File: src/rtl/rtc_field_writer.sv
// rtc_field_writer
// Consumer side of the BCD field editor. Latches the editor's field code and
// value, validates the value when the operator leaves a field, keeps a shadow
// copy per field with a dirty bit, and drains dirty fields to the RTC bus
// controller one at a time over a req/ack handshake (lowest field code first).
//
// Build option: define FIELD_CLAMP_EN to clamp out-of-range (but BCD-valid)
// values to the field's min/max instead of rejecting them. Without the macro
// every out-of-range value is rejected with an err_o pulse.

module rtc_field_writer #(
  parameter int ADDR_W   = 8,
  parameter int N_FIELDS = 9
) (
  input  logic              clk_i,
  input  logic              rst_n_i,
  input  logic [3:0]        sel_i,
  input  logic [7:0]        val_i,
  output logic              wr_req_o,
  output logic [ADDR_W-1:0] wr_addr_o,
  output logic [7:0]        wr_data_o,
  input  logic              wr_ack_i,
  output logic              busy_o,
  output logic              err_o
);

  typedef enum logic [1:0] {
    ST_IDLE,
    ST_LOAD,
    ST_REQ
  } state_t;

  // ---------------------------------------------------------------------
  // Field map: RTC register address and legal BCD range per field code.
  // ---------------------------------------------------------------------
  function automatic logic [7:0] field_addr(input logic [3:0] code);
    case (code)
      4'd1:    field_addr = 8'h21;
      4'd2:    field_addr = 8'h22;
      4'd3:    field_addr = 8'h23;
      4'd4:    field_addr = 8'h24;
      4'd5:    field_addr = 8'h25;
      4'd6:    field_addr = 8'h26;
      4'd7:    field_addr = 8'h43;
      4'd8:    field_addr = 8'h42;
      4'd9:    field_addr = 8'h41;
      default: field_addr = 8'h00;
    endcase
  endfunction

  function automatic logic [7:0] field_min(input logic [3:0] code);
    case (code)
      4'd4, 4'd5: field_min = 8'h01;
      default:    field_min = 8'h00;
    endcase
  endfunction

  function automatic logic [7:0] field_max(input logic [3:0] code);
    case (code)
      4'd1, 4'd2, 4'd8, 4'd9: field_max = 8'h59;
      4'd3, 4'd7:             field_max = 8'h23;
      4'd4:                   field_max = 8'h31;
      4'd5:                   field_max = 8'h12;
      4'd6:                   field_max = 8'h99;
      default:                field_max = 8'h00;
    endcase
  endfunction

  // ---------------------------------------------------------------------
  // State
  // ---------------------------------------------------------------------
  state_t              state_q, state_d;
  logic [3:0]          sel_q, sel_d;
  logic [7:0]          val_q, val_d;
  logic [N_FIELDS:1]   dirty_q, dirty_d;
  logic [7:0]          shadow_q [1:N_FIELDS];
  logic [7:0]          shadow_d [1:N_FIELDS];
  logic [3:0]          cur_idx_q, cur_idx_d;
  logic                recommit_q, recommit_d;
  logic [ADDR_W-1:0]   wr_addr_q, wr_addr_d;
  logic [7:0]          wr_data_q, wr_data_d;
  logic                err_q, err_d;

  // Commit / validation signals
  logic                commit;
  logic                nib_ok;
  logic                in_range;
  logic                accept;
  logic                reject;
  logic [7:0]          fmin;
  logic [7:0]          fmax;
  logic [7:0]          commit_val;

  // Scheduler signals
  logic [3:0]          pick_idx;
  logic [7:0]          pick_data;
  logic [3:0]          flight_idx;
  logic                ack_take;

  // Input capture: codes outside 1..N_FIELDS are folded to 0 (idle).
  always_comb begin
    sel_d = 4'd0;
    if (sel_i != 4'd0 && sel_i <= 4'(N_FIELDS)) begin
      sel_d = sel_i;
    end
    val_d = val_i;
  end

  // Commit detection and range check of the value held for the field being left.
  always_comb begin
    commit   = (sel_q != 4'd0) && (sel_d != sel_q);
    fmin     = field_min(sel_q);
    fmax     = field_max(sel_q);
    nib_ok   = (val_q[7:4] <= 4'd9) && (val_q[3:0] <= 4'd9);
    in_range = (val_q >= fmin) && (val_q <= fmax);
`ifdef FIELD_CLAMP_EN
    accept     = commit && nib_ok;
    reject     = commit && !nib_ok;
    commit_val = in_range ? val_q : ((val_q > fmax) ? fmax : fmin);
`else
    accept     = commit && nib_ok && in_range;
    reject     = commit && !(nib_ok && in_range);
    commit_val = val_q;
`endif
    err_d = reject;
  end

  // Lowest-numbered dirty field is serviced next.
  always_comb begin
    pick_idx  = 4'd0;
    pick_data = 8'h00;
    for (int i = N_FIELDS; i >= 1; i--) begin
      if (dirty_q[i]) begin
        pick_idx  = 4'(i);
        pick_data = shadow_q[i];
      end
    end
  end

  // The field currently being written: chosen in LOAD, latched for REQ.
  always_comb begin
    flight_idx = (state_q == ST_LOAD) ? pick_idx : cur_idx_q;
    ack_take   = (state_q == ST_REQ) && wr_ack_i;
  end

  // Remember a re-commit to the in-flight field so its dirty bit survives the ack.
  always_comb begin
    recommit_d = recommit_q;
    if (accept && state_q != ST_IDLE && sel_q == flight_idx) begin
      recommit_d = 1'b1;
    end
    if (state_q == ST_IDLE || ack_take) begin
      recommit_d = 1'b0;
    end
  end

  // Per-field shadow and dirty next-state; a fresh commit always wins over the ack clear.
  generate
    for (genvar gi = 1; gi <= N_FIELDS; gi++) begin : g_field
      logic hit;
      logic clr;
      assign hit            = accept && (sel_q == 4'(gi));
      assign clr            = ack_take && (cur_idx_q == 4'(gi)) && !recommit_q;
      assign shadow_d[gi]   = hit ? commit_val : shadow_q[gi];
      assign dirty_d[gi]    = hit ? 1'b1 : (clr ? 1'b0 : dirty_q[gi]);
    end
  endgenerate

  // Write scheduler next-state and bus register loads.
  always_comb begin
    state_d   = state_q;
    cur_idx_d = cur_idx_q;
    wr_addr_d = wr_addr_q;
    wr_data_d = wr_data_q;
    case (state_q)
      ST_IDLE: begin
        if (dirty_q != '0) begin
          state_d = ST_LOAD;
        end
      end
      ST_LOAD: begin
        cur_idx_d = pick_idx;
        wr_addr_d = ADDR_W'(field_addr(pick_idx));
        wr_data_d = pick_data;
        state_d   = ST_REQ;
      end
      ST_REQ: begin
        if (wr_ack_i) begin
          state_d = ST_IDLE;
        end
      end
      default: begin
        state_d = ST_IDLE;
      end
    endcase
  end

  // All registers; reset drops the request at once and discards pending work.
  always_ff @(posedge clk_i or negedge rst_n_i) begin
    if (!rst_n_i) begin
      state_q    <= ST_IDLE;
      sel_q      <= 4'd0;
      val_q      <= 8'h00;
      dirty_q    <= '0;
      cur_idx_q  <= 4'd0;
      recommit_q <= 1'b0;
      wr_addr_q  <= '0;
      wr_data_q  <= 8'h00;
      err_q      <= 1'b0;
      for (int i = 1; i <= N_FIELDS; i++) begin
        shadow_q[i] <= 8'h00;
      end
    end else begin
      state_q    <= state_d;
      sel_q      <= sel_d;
      val_q      <= val_d;
      dirty_q    <= dirty_d;
      cur_idx_q  <= cur_idx_d;
      recommit_q <= recommit_d;
      wr_addr_q  <= wr_addr_d;
      wr_data_q  <= wr_data_d;
      err_q      <= err_d;
      shadow_q   <= shadow_d;
    end
  end

  // Outputs
  assign wr_req_o  = (state_q == ST_REQ);
  assign wr_addr_o = wr_addr_q;
  assign wr_data_o = wr_data_q;
  assign busy_o    = (dirty_q != '0) || (state_q != ST_IDLE);
  assign err_o     = err_q;

endmodule
File: config.mk
export PLATFORM = sky130hd
export DESIGN_NAME = rtc_field_writer
export DESIGN_NICKNAME = d
export VERILOG_FILES = /design/src/rtl/rtc_field_writer.sv
export SDC_FILE = /design/constraint.sdc
export NUM_CORES = 1
export LEC_CHECK = 0
export CAP_MARGIN = 20
export CORE_AREA = 2 2 123 125
export CTS_BUF_LIST = sky130_fd_sc_hd__clkbuf_4
export DETAILED_ROUTE_END_ITERATION = 8
export DIE_AREA = 0 0 125 127
export HOLD_SLACK_MARGIN = 0.02
export PLACE_DENSITY_LB_ADDON = 0.3
export SETUP_SLACK_MARGIN = 0.5
export SYNTH_ARGS = -nofsm -noshare
export SYNTH_HDL_FRONTEND = slang
export SYNTH_SLANG_ARGS = --single-unit
File: constraint.sdc
create_clock -name clk_i -period 3.1 [get_ports clk_i]
set_input_delay 0.62 -clock clk_i [delete_from_list [all_inputs] [get_ports clk_i]]
set_output_delay 0.62 -clock clk_i [all_outputs]
set_load 0.005 [all_outputs]
==> reports/qor.csv <==
metric;value;unit
outcome;completed;
Synth Flop Type;dfrtp_1;
clock group share of total power;21.2;%
total gr overflow;0;
crit path DAT;3.38;ns
sequential area share after synthesis;50.2;%
Int Pwr;3.15;mW
final setup vio count;0;
Slew HR;56.2;%
worst path required time;3.52;ns
most common cell after layout, fill and taps aside;dfrtp_1;
IO Pins;34;
Yosys top cell by area;dfrtp_1;
Post-DP Area;6540;sq um
DR pass1 iterations;5;
FF-to-FF End;shadow_q[41];
DR vias;4277;
Hold Crit Class;in -> async;
share of layout cells above drive strength 1;35.8;%
Root Driver;clkbuf_4;
CP max FO;9;
Slew Limit Fails;0;
Worst R2R Start;sel_q[1];
core area;14400;sq um
Comb power frac;36.4;%
die area;15900;sq um
Routed WL;14500;um
P&R area growth vs syn;30.3;%
row count;44;
Post-Syn Area;5680;sq um
Layout Utilization;51.3;%
Ys Warns;0;
drt via density;5.52;
Post-Syn Instances;499;
crit path capture type;flop;
CP Launch Type;flop;
Bufs on Longest Clock Path;2;
Seq pwr share;42.4;%
worst slew pin tran;0.656;ns
sw frac;35.6;%
port buffer count;30;
NetSw;1.74;mW
Max Cap Violations;0;
RSZ-0062 raised after global routing;yes;
Final ANT Viol Nets;0;
Initial Util;39.4;%
Area contributors post-synth;dfrtp_1 50%, mux2_2 14%, nand2_1 3.4%;
Max VDD drop;0.000253;V
Clock Sinks;114;
Die Wd;125;um
largest net degree at the start of global routing;52;
FF/Latch Area;2860;sq um
skew final;0.0202;ns
first-pass GRT wire length;24000;um
clock tree from TritonCTS;yes;
fin crit share;95.4;%
clock buffer count from CTS;17;
worst setup path start;sel_q[1];
H-Tree Depth;4;
DRC;0;
Worst-Skew Late Latency;0.54;ns
die height;127;um
critical path class;reg -> reg;
fmax;338;MHz
Wirelength per Cell;18.7;um
Filler cells;1233;
Clock Pin Slew Worst Setup and Hold Paths;0.11;ns
most frequent cells in the layout;108 x dfrtp_1, 59 x mux2_4, 50 x nand2_1;
Cell variety after synth;58;
GRT Total Usage;19.2;%
Design Power;4.88;mW
final hold slack;0.0983;ns
P_leak;3.40;nW
Reg2Reg Setup Slack;0.14;ns
post-route cell area;7400;sq um
R2R depth;14;
Min Clock Period, post-route;2.96;ns
EDFF count, synth;0;
initial antenna violation count;1;
vias in the first global route;4370;
area of the multi-input gates;3050;sq um
Final HPWL DP;9590;um
#FFs+latches synth;114;
Mapped Avg Cell Area;11.4;sq um
hold buffer count at CTS;0;
PwrDens;660;nW/um^2
Post-synth ARST share;100;%
Yosys top cell area share;50.2;%
RD Place Congestion;0.895;
Iter 0 DRT Violations;274;
Layout Nets;607;
final hold viol count;0;
## worst max-delay path, cell delays in order (launching register included)
cell and delay, ns:
dfrtp_1 0.42, buf_4 0.14, ha_1 0.23, mux2_2 0.28
nand2_1 0.10, ha_1 0.26, nand2b_1 0.10, a211oi_2 0.07
o22ai_2 0.19, nand2_4 0.10, buf_12 0.14, buf_4 0.15
nor3_4 0.19, buf_12 0.17, mux2_4 0.30
## worst max path at each step
stage | to | slack (ns) | depth (start not counted)
finish | shadow_q[41] | 0.14 | 14
global route | shadow_q[60] | 0.005 | 14
CTS | shadow_q[65] | 0.13 | 15
detailed placement | shadow_q[65] | -0.13 | 8
global placement | shadow_q[33] | -0.1 | 8
floorplan | shadow_q[10] | 0.32 | 12
## cell type report
cell class / count / area share, %
Tap cell: 184 / 3.11
Inverter: 14 / 0.744
Clock buffer: 18 / 1.83
Timing Repair Buffer: 90 / 12.8
Sequential cell: 114 / 38.6
Antenna cell: 1 / 0.0338
Multi-Input combinational cell: 340 / 41.2
Clock inverter: 14 / 1.64
## routing by layer
layer  global-route usage, %  part of all wire [%]  vias to the layer above
met5                       0                     0                        -
met4                    6.60                   1.4                        0
met3                    4.02                   4.4                       17
met2                    30.8                    48                      102
met1                    26.0                    46                     2197
li1                        -                     -                     1961
## power groups by stage
stage                     Clock (mW)  Combinational, mW  Sequential, mW
after floorplan                    0               1.06            1.95
after global placement             0               1.58            2.07
after detailed placement           0               1.61            2.08
after CTS                       1.06               1.73            2.06
after global routing            1.13               1.94            2.11
final                           1.04               1.78            2.07
## through the flow
stage,setup slack (ns),std cells,TNS [ns]
finish,0.143,775,0
global route,0.00540,775,0
CTS,0.129,770,0
detailed placement,-0.126,711,-2.72
global placement,-0.0965,711,-1.44
floorplan,0.317,501,0
## cells in the mapped netlist (4+ instances only)
| cell type | n |
|---|---|
| dfrtp_1 | 114 |
| nand3b_1 | 4 |
| nand2_1 | 52 |
| nand2b_1 | 15 |
| a21oi_1 | 14 |
| nand3_1 | 6 |
| inv_1 | 14 |
| nor2_1 | 18 |
| mux2_2 | 70 |
| nor2b_1 | 16 |
| a221oi_1 | 11 |
| clkbuf_1 | 20 |
| o221a_2 | 4 |
| o211ai_1 | 5 |
| a211oi_1 | 4 |
| o21ai_0 | 17 |
| ha_1 | 15 |
| nor3_1 | 8 |
| buf_2 | 8 |
| nor3_4 | 7 |
| and3_1 | 5 |
| o2111ai_1 | 4 |
| o311ai_0 | 6 |
| a21o_1 | 7 |
## registers in the layout, summed over array words and instances (netlist names)
name        count
shadow_q       72
dirty_q         9
commit_val      8
wr_data_o       8
wr_addr_o       5
cur_idx_q       4
sel_q           4
state_q         2
err_o           1
recommit_q      1
## cells by family (layout without fill, tap and decap cells)
logic type | count (synthesis) | count (layout) | share of synthesized area (%)
AO/OA/AOI/OAI | 98 | 98 | 12.7
XOR/XNOR | 5 | 5 | 0.771
adder cells (fa/ha/maj) | 15 | 15 | 3.31
buffers and inverters | 47 | 136 | 3.61
flip-flops | 114 | 114 | 50.2
multiplexers | 74 | 74 | 14.7
other | 1 | 4 | 0.0660
AND/OR/NAND/NOR | 145 | 145 | 14.7
## timing repair
action / in CTS / in global routing
gates resized for setup: 37 / 19
gates cloned: 2 / 0
buffers inserted: 25 / 4
endpoints found under the hold margin: 0 / 0
pin swaps: 17 / 14
setup endpoints to repair: 83 / 83
(Power assumes the default switching activity.)
